===== config.mk =====
export PLATFORM = sky130hd
export DESIGN_NAME = sram_like_arbiter
export DESIGN_NICKNAME = d
export VERILOG_FILES = /design/src/rtl/sram_like_arbiter_pkg.sv /design/src/rtl/sram_like_order_fifo.sv /design/src/rtl/sram_like_arbiter.sv
export SDC_FILE = /design/constraint.sdc
export NUM_CORES = 1
export LEC_CHECK = 0
export CELL_PAD_IN_SITES_DETAIL_PLACEMENT = 1
export CELL_PAD_IN_SITES_GLOBAL_PLACEMENT = 2
export CORE_ASPECT_RATIO = 1.75
export CORE_MARGIN = 2
export CORE_UTILIZATION = 12
export DETAILED_ROUTE_END_ITERATION = 10
export PLACE_DENSITY = 0.89
export SKIP_CTS_REPAIR_TIMING = 1
export SLEW_MARGIN = 20
export SYNTH_ARGS = -nofsm -noshare
export SYNTH_HDL_FRONTEND = slang
export SYNTH_SLANG_ARGS = --single-unit

===== constraint.sdc =====
create_clock -name clk -period 2.4 [get_ports clk]
set_input_delay 0.48 -clock clk [delete_from_list [all_inputs] [get_ports clk]]
set_output_delay 0.48 -clock clk [all_outputs]
set_load 0.01 [all_outputs]

===== src/rtl/sram_like_arbiter_pkg.sv =====
// Shared definitions for the sram-like arbiter: bus size encodings,
// the id-width helper and the address-phase lock state type.
// Optional feature macro used by the top: SRAM_ARB_RR_EN.

`ifndef SRAM_LIKE_ARBITER_DEFS
`define SRAM_LIKE_ARBITER_DEFS
`define SRAM_LIKE_SIZE_WORD 2'b10
`define SRAM_LIKE_SIZE_HALF 2'b01
`define SRAM_LIKE_SIZE_BYTE 2'b00
// Bit width needed to index n items, never less than one bit.
`define SRAM_LIKE_CLOG2(n) (((n) <= 1) ? 1 : $clog2(n))
`endif

package sram_like_arbiter_pkg;

    // Address phase: open for arbitration, or held on one channel until
    // the slave accepts it.
    typedef enum logic {
        ST_OPEN   = 1'b0,
        ST_LOCKED = 1'b1
    } arb_state_e;

    // Width of a channel id; a single-channel build still gets one bit.
    function automatic int clog2_min1(input int n);
        return `SRAM_LIKE_CLOG2(n);
    endfunction

endpackage


===== src/rtl/sram_like_order_fifo.sv =====
// In-order id FIFO: remembers which channel issued each accepted address
// so responses can be routed back in issue order.

module sram_like_order_fifo
    import sram_like_arbiter_pkg::*;
#(
    parameter int DEPTH = 4,   // power of 2
    parameter int WIDTH = 1
) (
    input  logic                    clk,
    input  logic                    reset,
    input  logic                    push_i,
    input  logic [WIDTH-1:0]        push_id_i,
    input  logic                    pop_i,
    output logic                    full_o,
    output logic                    empty_o,
    output logic [WIDTH-1:0]        head_o,
    output logic [$clog2(DEPTH):0]  count_o
);

    localparam int PTR_W = clog2_min1(DEPTH);
    localparam int CNT_W = $clog2(DEPTH) + 1;

    logic [WIDTH-1:0] mem_q [DEPTH];
    logic [PTR_W-1:0] wr_ptr_q, rd_ptr_q;
    logic [CNT_W-1:0] count_q;
    logic             do_push, do_pop;

    assign full_o  = (count_q == CNT_W'(DEPTH));
    assign empty_o = (count_q == '0);
    assign head_o  = mem_q[rd_ptr_q];
    assign count_o = count_q;

    // Overflow and underflow requests are ignored rather than corrupting state.
    assign do_push = push_i & ~full_o;
    assign do_pop  = pop_i & ~empty_o;

    // Pointer and occupancy registers; pointers wrap modulo DEPTH.
    // NOTE: sequential state uses non-blocking assignments so every register
    // samples the pre-edge value of its neighbours, matching real flops.
    always_ff @(posedge clk) begin
        if (reset) begin
            wr_ptr_q <= '0;
            rd_ptr_q <= '0;
            count_q  <= '0;
        end else begin
            if (do_push) wr_ptr_q <= wr_ptr_q + PTR_W'(1);
            if (do_pop)  rd_ptr_q <= rd_ptr_q + PTR_W'(1);
            case ({do_push, do_pop})
                2'b10:   count_q <= count_q + CNT_W'(1);
                2'b01:   count_q <= count_q - CNT_W'(1);
                default: count_q <= count_q;
            endcase
        end
    end

    // Id storage.
    // NOTE: the storage array has no reset; entries are only read after being
    // written, so clearing them would just add reset fan-out.
    always_ff @(posedge clk) begin
        if (do_push) mem_q[wr_ptr_q] <= push_id_i;
    end

endmodule


===== src/rtl/sram_like_arbiter.sv =====
// N-channel sram-like arbiter/merger: picks one master per address phase,
// forwards it to a single sram-like slave, and routes each response back to
// the issuing channel in order.
// Define SRAM_ARB_RR_EN for round-robin arbitration; otherwise fixed
// priority with channel 0 (inst) highest.

module sram_like_arbiter
    import sram_like_arbiter_pkg::*;
#(
    parameter int NUM_CH      = 2,
    parameter int OUTSTANDING = 4,
    parameter int ADDR_W      = 32,
    parameter int DATA_W      = 32
) (
    input  logic                       clk,
    input  logic                       reset,
    input  logic [NUM_CH-1:0]          m_req,
    input  logic [NUM_CH-1:0]          m_wr,
    input  logic [2*NUM_CH-1:0]        m_size,
    input  logic [NUM_CH*DATA_W/8-1:0] m_wstrb,
    input  logic [NUM_CH*ADDR_W-1:0]   m_addr,
    input  logic [NUM_CH*DATA_W-1:0]   m_wdata,
    output logic [NUM_CH-1:0]          m_addr_ok,
    output logic [NUM_CH-1:0]          m_data_ok,
    output logic [DATA_W-1:0]          m_rdata,
    output logic                       s_req,
    output logic                       s_wr,
    output logic [1:0]                 s_size,
    output logic [DATA_W/8-1:0]        s_wstrb,
    output logic [ADDR_W-1:0]          s_addr,
    output logic [DATA_W-1:0]          s_wdata,
    input  logic                       s_addr_ok,
    input  logic                       s_data_ok,
    input  logic [DATA_W-1:0]          s_rdata,
    output logic                       busy,
    output logic                       resp_err
);

    localparam int ID_W   = clog2_min1(NUM_CH);
    localparam int CNT_W  = $clog2(OUTSTANDING) + 1;
    localparam int STRB_W = DATA_W / 8;

    arb_state_e         state_q, state_d;
    logic [ID_W-1:0]    lock_id_q, lock_id_d;
    logic               resp_err_q, resp_err_d;

    logic [ID_W-1:0]    arb_id;
    logic               arb_valid;
    logic [ID_W-1:0]    grant_id;
    logic               grant_valid;
    logic               handshake;
    logic               pop;

    logic               fifo_full, fifo_empty;
    logic [ID_W-1:0]    fifo_head;
    logic [CNT_W-1:0]   fifo_count;

`ifdef SRAM_ARB_RR_EN
    logic [ID_W-1:0]    rr_ptr_q, rr_ptr_d;

    // Round-robin pick: search from last grant + 1, wrapping. Iterating from
    // the far end lets the nearest requester overwrite earlier candidates.
    // NOTE: every always_comb output gets a default first so no path leaves
    // it unassigned, which would infer a latch.
    always_comb begin
        arb_valid = 1'b0;
        arb_id    = '0;
        for (int k = NUM_CH; k >= 1; k--) begin
            if (m_req[(int'(rr_ptr_q) + k) % NUM_CH]) begin
                arb_valid = 1'b1;
                arb_id    = ID_W'((int'(rr_ptr_q) + k) % NUM_CH);
            end
        end
    end

    // Pointer moves to the granted channel only when the slave accepts it.
    always_comb begin
        rr_ptr_d = rr_ptr_q;
        if (handshake) rr_ptr_d = grant_id;
    end

    // Reset to the last channel so the first search starts at channel 0.
    always_ff @(posedge clk) begin
        if (reset) rr_ptr_q <= ID_W'(NUM_CH - 1);
        else       rr_ptr_q <= rr_ptr_d;
    end
`else
    // Fixed priority pick: lowest requesting index wins.
    always_comb begin
        arb_valid = 1'b0;
        arb_id    = '0;
        for (int i = NUM_CH - 1; i >= 0; i--) begin
            if (m_req[i]) begin
                arb_valid = 1'b1;
                arb_id    = ID_W'(i);
            end
        end
    end
`endif

    // A stalled address phase stays on its channel until accepted, so the
    // payload seen by the slave never changes mid-request.
    assign grant_id    = (state_q == ST_LOCKED) ? lock_id_q : arb_id;
    assign grant_valid = (state_q == ST_LOCKED) | arb_valid;

    // A full FIFO blocks issue regardless of a same-cycle pop, keeping
    // s_data_ok out of the s_req path.
    assign s_req     = grant_valid & ~fifo_full;
    assign handshake = s_req & s_addr_ok;
    assign pop       = s_data_ok & ~fifo_empty;

    // Payload mux driven by the granted channel.
    always_comb begin
        s_wr    = m_wr[grant_id];
        s_size  = m_size[grant_id*2 +: 2];
        s_wstrb = m_wstrb[grant_id*STRB_W +: STRB_W];
        s_addr  = m_addr[grant_id*ADDR_W +: ADDR_W];
        s_wdata = m_wdata[grant_id*DATA_W +: DATA_W];
    end

    // Per-channel handshakes: address accept to the winner, response to the
    // oldest outstanding id.
    always_comb begin
        m_addr_ok = '0;
        m_data_ok = '0;
        for (int i = 0; i < NUM_CH; i++) begin
            m_addr_ok[i] = handshake & (grant_id == ID_W'(i));
            m_data_ok[i] = pop & (fifo_head == ID_W'(i));
        end
    end

    assign m_rdata = s_rdata;

    // Lock next-state: enter on a stalled request, leave on acceptance.
    always_comb begin
        state_d   = state_q;
        lock_id_d = lock_id_q;
        case (state_q)
            ST_OPEN: begin
                if (s_req && !s_addr_ok) begin
                    state_d   = ST_LOCKED;
                    lock_id_d = grant_id;
                end
            end
            ST_LOCKED: begin
                if (handshake) state_d = ST_OPEN;
            end
            default: state_d = ST_OPEN;
        endcase
    end

    // A response with nothing outstanding is a protocol error; it is sticky.
    always_comb begin
        resp_err_d = resp_err_q | (s_data_ok & fifo_empty);
    end

    // Lock and error registers.
    always_ff @(posedge clk) begin
        if (reset) begin
            state_q    <= ST_OPEN;
            lock_id_q  <= '0;
            resp_err_q <= 1'b0;
        end else begin
            state_q    <= state_d;
            lock_id_q  <= lock_id_d;
            resp_err_q <= resp_err_d;
        end
    end

    assign resp_err = resp_err_q;
    assign busy     = (fifo_count != '0);

    sram_like_order_fifo #(
        .DEPTH (OUTSTANDING),
        .WIDTH (ID_W)
    ) u_order_fifo (
        .clk       (clk),
        .reset     (reset),
        .push_i    (handshake),
        .push_id_i (grant_id),
        .pop_i     (pop),
        .full_o    (fifo_full),
        .empty_o   (fifo_empty),
        .head_o    (fifo_head),
        .count_o   (fifo_count)
    );

endmodule


; Yosys cells after proc, flatten, opt, wreduce, memory -nomap -nowiden
; Memories as Yosys holds them, arrays and structs flattened. A register that Yosys moved wholly into a read port is not among the register bits.
; Index checks and enable logic that the tools add are counted.
[word_totals]
register_bits = 10
ramBits = 4
in_bits = 180
out_inout_bits = 110
wordCells = 56
memories = 1
[mem_list]
columns = name, words, word_bits, rd, rd_ports_with_merged_regs, write_ports, line_no
row1 = u_order_fifo.mem_q, 4, 1, 1, 1, 1, sram_like_order_fifo.sv:24  ; logic [WIDTH-1:0] mem_q [DEPTH];
[op_classes]
add_sub_neg = 4
order_cmp = 1
eq_ne = 3
shift = 4
n_mux = 14
bitwise = 17
n_reduce_logical = 6
[op_table]
columns = operator, n
row1 = indexed part select 64 x 7 -> 32 bit, 2
row2 = bitwise AND 1 bit, 10
row3 = two-way mux 1 bit, 10
row4 = indexed part select 8 x 4 -> 4 bit, 1
row5 = case mux 3 bit (2 select lines), 1
row6 = inverter 1 bit, 5
row7 = "adder 2 x 1 -> 2 bit, second input constant", 2
row8 = two-way mux 2 bit, 2
row9 = indexed part select 4 x 3 -> 2 bit, 1
row10 = "adder 3 x 1 -> 3 bit, second input constant", 1
row11 = "equality test 3 bit, second input constant", 1
row12 = zero test 3 bit, 1
row13 = nonzero test 3 bit, 1
row14 = "subtractor 3 x 1 -> 3 bit, second input constant", 1
row15 = "equality test 2 x 1 -> 1 bit, second input constant", 1
row16 = "equality test 2 bit, second input constant", 1
row17 = "less-than comparator 1 x 2 -> 1 bit, second input constant", 1
row18 = OR 1 bit, 2
row19 = case mux 1 bit (2 select lines), 1
row20 = AND reduction 2 bit, 1
row21 = nonzero test 2 bit, 1
row22 = logical AND 1 bit, 1
row23 = zero test 1 bit, 1

; Longest topological paths before layout
[depth]
ltp_word = 8
ltp_mapped = 9
ltp_nobuf = 9

; Hierarchy
; A second synthesis with hierarchy kept.
[hier_totals]
hier_cells = 195
area_unflattened_um2 = 2192.1
[by_module_without_submodules]
columns = mod, instances, cells_per_inst, area_per_inst_um2, seq_area_each_um2
row1 = sram_like_arbiter, 1, 136, 1574.0, 60.1
row2 = sram_like_order_fifo, 1, 59, 618.1, 300.3

; Least setup slack after synthesis
; No wires, ideal clock.
[synth_timing]
path_type = in2reg
from = in m_req[0]
to = reg u_order_fifo.count_q[2], in the netlist u_order_fifo.count_o[2]
setup_ns = 0.071
arrival_ns = 2.098
t_required_ns = 2.329
path_slack_ns = 0.231
path_stages = 9
path_buffers = 0
cell_sequence = nor3_1 > nor3b_2 > inv_1 > ha_1 > inv_1 > fa_1 > xor2_1 > or3_1 > a21oi_1
[synth_via]
elab_chain_cells = 7
elab_cells_between_ends = 9
classes_between = eq/ne: 2 / mux: 2 / bitwise: 4 / reduce/logical: 1
[synth_rtl]
columns = element, line_no
row1 = "start, declared", sram_like_arbiter.sv:17  ; input logic [NUM_CH-1:0] m_req,
row2 = two-way mux 1 bit (*), sram_like_arbiter.sv:93  ; if (m_req[i]) begin
row3 = OR 1 bit (*), sram_like_arbiter.sv:104  ; assign grant_valid = (state_q == ST_LOCKED) | arb_valid;
row4 = bitwise AND 1 bit (*), sram_like_arbiter.sv:108  ; assign s_req = grant_valid & ~fifo_full;
row5 = bitwise AND 1 bit (*), sram_like_arbiter.sv:109  ; assign handshake = s_req & s_addr_ok;
row6 = bitwise AND 1 bit (*), sram_like_order_fifo.sv:35  ; assign do_push = push_i & ~full_o;
row7 = equality test 2 x 1 -> 1 bit or equality test 2 bit (tied branches), sram_like_order_fifo.sv:49  ; case ({do_push, do_pop})
row8 = case mux 3 bit (2 select lines) or nonzero test 2 bit (tied branches), -
row9 = "end signal, assigned", sram_like_order_fifo.sv:50  ; 2'b10: count_q <= count_q + CNT_W'(1);
row10 = "end signal, assigned", sram_like_order_fifo.sv:51  ; 2'b01: count_q <= count_q - CNT_W'(1);
row11 = "end signal, assigned", sram_like_order_fifo.sv:52  ; default: count_q <= count_q;
row12 = "end, declared", sram_like_order_fifo.sv:26  ; logic [CNT_W-1:0] count_q;
; Every way passes the cells marked *; elsewhere a longest branch is shown, timed or not.
; A chain may end at the register's enable or synchronous reset.

; Worst setup path in the final report
[layout_timing]
from = in m_req[0]
to = out s_addr[6]
[layout_via]
elab_chain_cells = 3
[layout_rtl]
columns = element, line_no
row1 = two-way mux 1 bit, sram_like_arbiter.sv:93
row2 = two-way mux 1 bit, sram_like_arbiter.sv:103  ; assign grant_id = (state_q == ST_LOCKED) ? lock_id_q : arb_id;
row3 = indexed part select 64 x 7 -> 32 bit, sram_like_arbiter.sv:117  ; s_addr = m_addr[grant_id*ADDR_W +: ADDR_W];
row4 = "end, declared", sram_like_arbiter.sv:30  ; output logic [ADDR_W-1:0] s_addr,
; No other way between the ends.

==> summary.md <==
After synthesis, the most frequently instantiated cells are mux2_4, buf_4, mux2_2. The element type at the critical path start is an input pin. For the worst-skew pair, the clock arrives at the later sink with an insertion delay of 0.24 ns. Clock-pin slew was measured on the worst setup and hold paths at 0.05 ns. Entering global routing, the biggest net connects 35 pins. For this run, the number of Yosys warnings is 0. The number of DRC markers after the initial detailed-route iteration is 29, and the portion of the post-synthesis area used by sequential elements is 0.170. TritonCTS built the clock tree.

The fraction of layout cells with a size suffix above 1 is 0.278, and the total design power is 2.10 mW. The detail route stage leaves a number of antenna-violating nets equal to 0. The flow ran to the end, and the final reports show no timing, DRC or antenna violations. At the pin with the least slew margin, the transition time is 0.497 ns.

By startpoint and endpoint, the worst setup path is classified as input pin to primary output. For this run the aggregate overflow at the end of global routing stands at 0. In this run the worst path has a maximum fanout of 16.

The combined global-route utilization of all metal layers came out at 0.102. In this run the most critical hold path is launched from resp_err. Summed over all cells, the static leakage comes to 2.61 nW.

The count of cell types in the netlist is 29. The core region is 17500 um2. The sequential cells in the finished layout cover a total of 360 um2. The tools report the number of global-route vias before repair as 2596. Across the run, the number of max-cap violations was 0.

Data on the critical path arrives at its endpoint at 1.82 ns. Data on the critical path is required at its endpoint by 1.92 ns. Row generation in the floorplan step produced 64 rows.

After synthesis the cells add up to 2130 um2. The first detailed-routing pass ran for 4 iterations. The tools report the achievable frequency as 434 MHz. The flip-flop and latch count after synthesis is 16. Number of standard cells after synthesis: 190.

The post-synthesis area per instance was 11.2 um2. The total count of hold-check failures in the final report was 0; the top-area cell type share of the netlist area was 0.403. The post-detailed-routing wire length came out at 11.0 mm. For the starting density of the core, the log shows 0.122.

The worst hold path passes through 2 cells. The worst reg-to-reg path cell count works out to 10. Path class of the lowest-slack min-delay path: flop to flop.

Clock tree synthesis found a total of 16 sinks. Setup repair after global routing left no endpoint under its margin. After routing, the total negative slack on setup checks comes to 0 ns. In the final routed layout, each cell accounts on average for 17.3 um.

The path with the worst hold slack has its endpoint at resp_err. Using the TritonRoute via totals, the vias-per-cell ratio works out to 3.69. For the number of slew-limit violations in the final report, the log shows 0. Ranked by total cell area, the synthesized netlist is headed by mux2_4, dfxtp_1, buf_4, mux2_2, edfxtp_1. Buffers placed on the I/O ports in this run total 225. For this run, the post-layout net count is 594.

The biggest area contributor in the post-synthesis netlist is mux2_4. Detailed placement finished with a half-perimeter wire length of 9.01 mm. The die is 180 um tall.

Setup violations remaining at the end of the flow were counted as 0. Detailed routing inserted a total of 2361 vias. At the end of routability-driven placement, the weighted congestion stood at 0.839. Hold is met by 0.505 ns. The run gives 0.668 as the headroom to the max-slew limit. The total power divided by cell area came out at 423 nW/um2. Shortest period the worst path allows: 2.30 ns.

For this run, the leading register cell type out of synthesis is dfxtp_1. Internal reg-to-reg setup slack: 0.16 ns. The final critical-path share of the clock period was 0.960. The root buffer cell chosen for the clock tree is clkbuf_16.

The proportion of synthesized flip-flops having asynchronous set or reset was 0. The worst-case IR drop observed on VDD is 0.000434 V. The area of combinational cells with multiple inputs is 1430 um2, and the clock tree skew after final layout is 0.00192 ns. In this run the horizontal extent of the chip is 105 um. The logs give 290 for the top-level port count and 3 for the TritonCTS buffer count.

After detailed routing, the number of remaining DRC violations is 0. Most frequent cell after synthesis: mux2_4. The first global-routing pass estimated 15.0 mm of wire. The logs give 1 for the number of H-tree branching levels and 0 for the initial antenna violation count. The maximum root-to-sink buffer count is 2, and the die footprint is 18800 um2. The kind of end point of the critical path is a primary output. In this run, synthesis inferred 4 flip-flops with an integrated enable. When the netlist entered floorplanning its net count stood at 376.

For the final-layout fill cell count, the log shows 1984. The capture instance of the worst register-to-register path was u_order_fifo.count_o[2]. The synthesis-to-finish area growth is 134%.
-- worst max-delay path by stage --
stage	depth (start not counted)	endpoint	startpoint	slack (ns)
after global placement	6	s_wdata[2]	m_req[0]	-0.49
after detailed placement	6	s_wdata[2]	m_req[0]	-0.50
after global routing	10	u_order_fifo.count_o[2]	flop	0.01
final	7	s_addr[6]	m_req[0]	0.1
after floorplan	9	u_order_fifo.count_o[2]	m_req[0]	0.23
after CTS	6	s_wdata[2]	m_req[0]	-0.52
-- cell families (layout without fill, tap and decap cells) --
| family | count (synthesis) | count (layout) | synth area share |
|---|---|---|---|
| compound gates | 10 | 10 | 0.0300 |
| xor+xnor | 4 | 4 | 0.0165 |
| fa+ha+maj | 6 | 6 | 0.0388 |
| buf+inv | 49 | 266 | 0.168 |
| flops | 16 | 16 | 0.170 |
| mux | 74 | 74 | 0.497 |
| other cells | 0 | 1 | 0 |
| simple gates | 31 | 31 | 0.0795 |
-- area by class of cell --
cell class                 instances  area share
sequential                        16      0.0724
multi-input combinational        125       0.287
antenna                            1    0.000503
inverter                           8     0.00604
timing repair buffer             254       0.558
tap                              231      0.0581
clock buffer                       4      0.0179
-- metal layers --
metal  up-vias  global-route usage  wire [um]
li1       1068                   -          -
met1      1087               0.104       4240
met2       200               0.193       5610
met3         6              0.0391       1030
met4         0              0.0240        142
met5         -                   0          0
-- report_power, final --
group / internal [mW] / switching, mW / leakage [nW]
registers: 0.343 / 0.0629 / 0.136
logic: 0.841 / 0.502 / 2.43
clock network: 0.253 / 0.103 / 0.0442
total: 1.44 / 0.668 / 2.61
-- critical path, stage by stage --
cell and delay [ns]:
dlymetal6s2s_1 0.15, nor2_2 0.14, a22o_4 0.21, buf_12 0.18, buf_12 0.16, mux2_4 0.31
dlymetal6s2s_1 0.18
-- metrics by stage --
step | cells | setup slack [ns] | utilization | instance area (um2)
global route | 638 | 0.0132 | 0.285 | 4970
CTS | 626 | -0.517 | 0.264 | 4610
finish | 639 | 0.0958 | 0.285 | 4970
detailed placement | 622 | -0.505 | 0.259 | 4520
global placement | 622 | -0.490 | 0.259 | 4520
floorplan | 190 | 0.231 | - | 2130
-- layout by cell type (no fill, tap or decap), drive strengths merged, types with 4 or more instances in the layout --
| cell type | Yosys | final |
|---|---|---|
| a21oi | 5 | 5 |
| and2 | 5 | 5 |
| buf | 40 | 28 |
| clkbuf | 1 | 6 |
| clkdlybuf4s50 | 0 | 148 |
| dfxtp | 12 | 12 |
| dlymetal6s2s | 0 | 76 |
| edfxtp | 4 | 4 |
| ha | 5 | 5 |
| inv | 8 | 8 |
| mux2 | 72 | 72 |
| nor2 | 14 | 14 |
| xor2 | 4 | 4 |
Note: power is estimated with default switching activity, not from simulation.
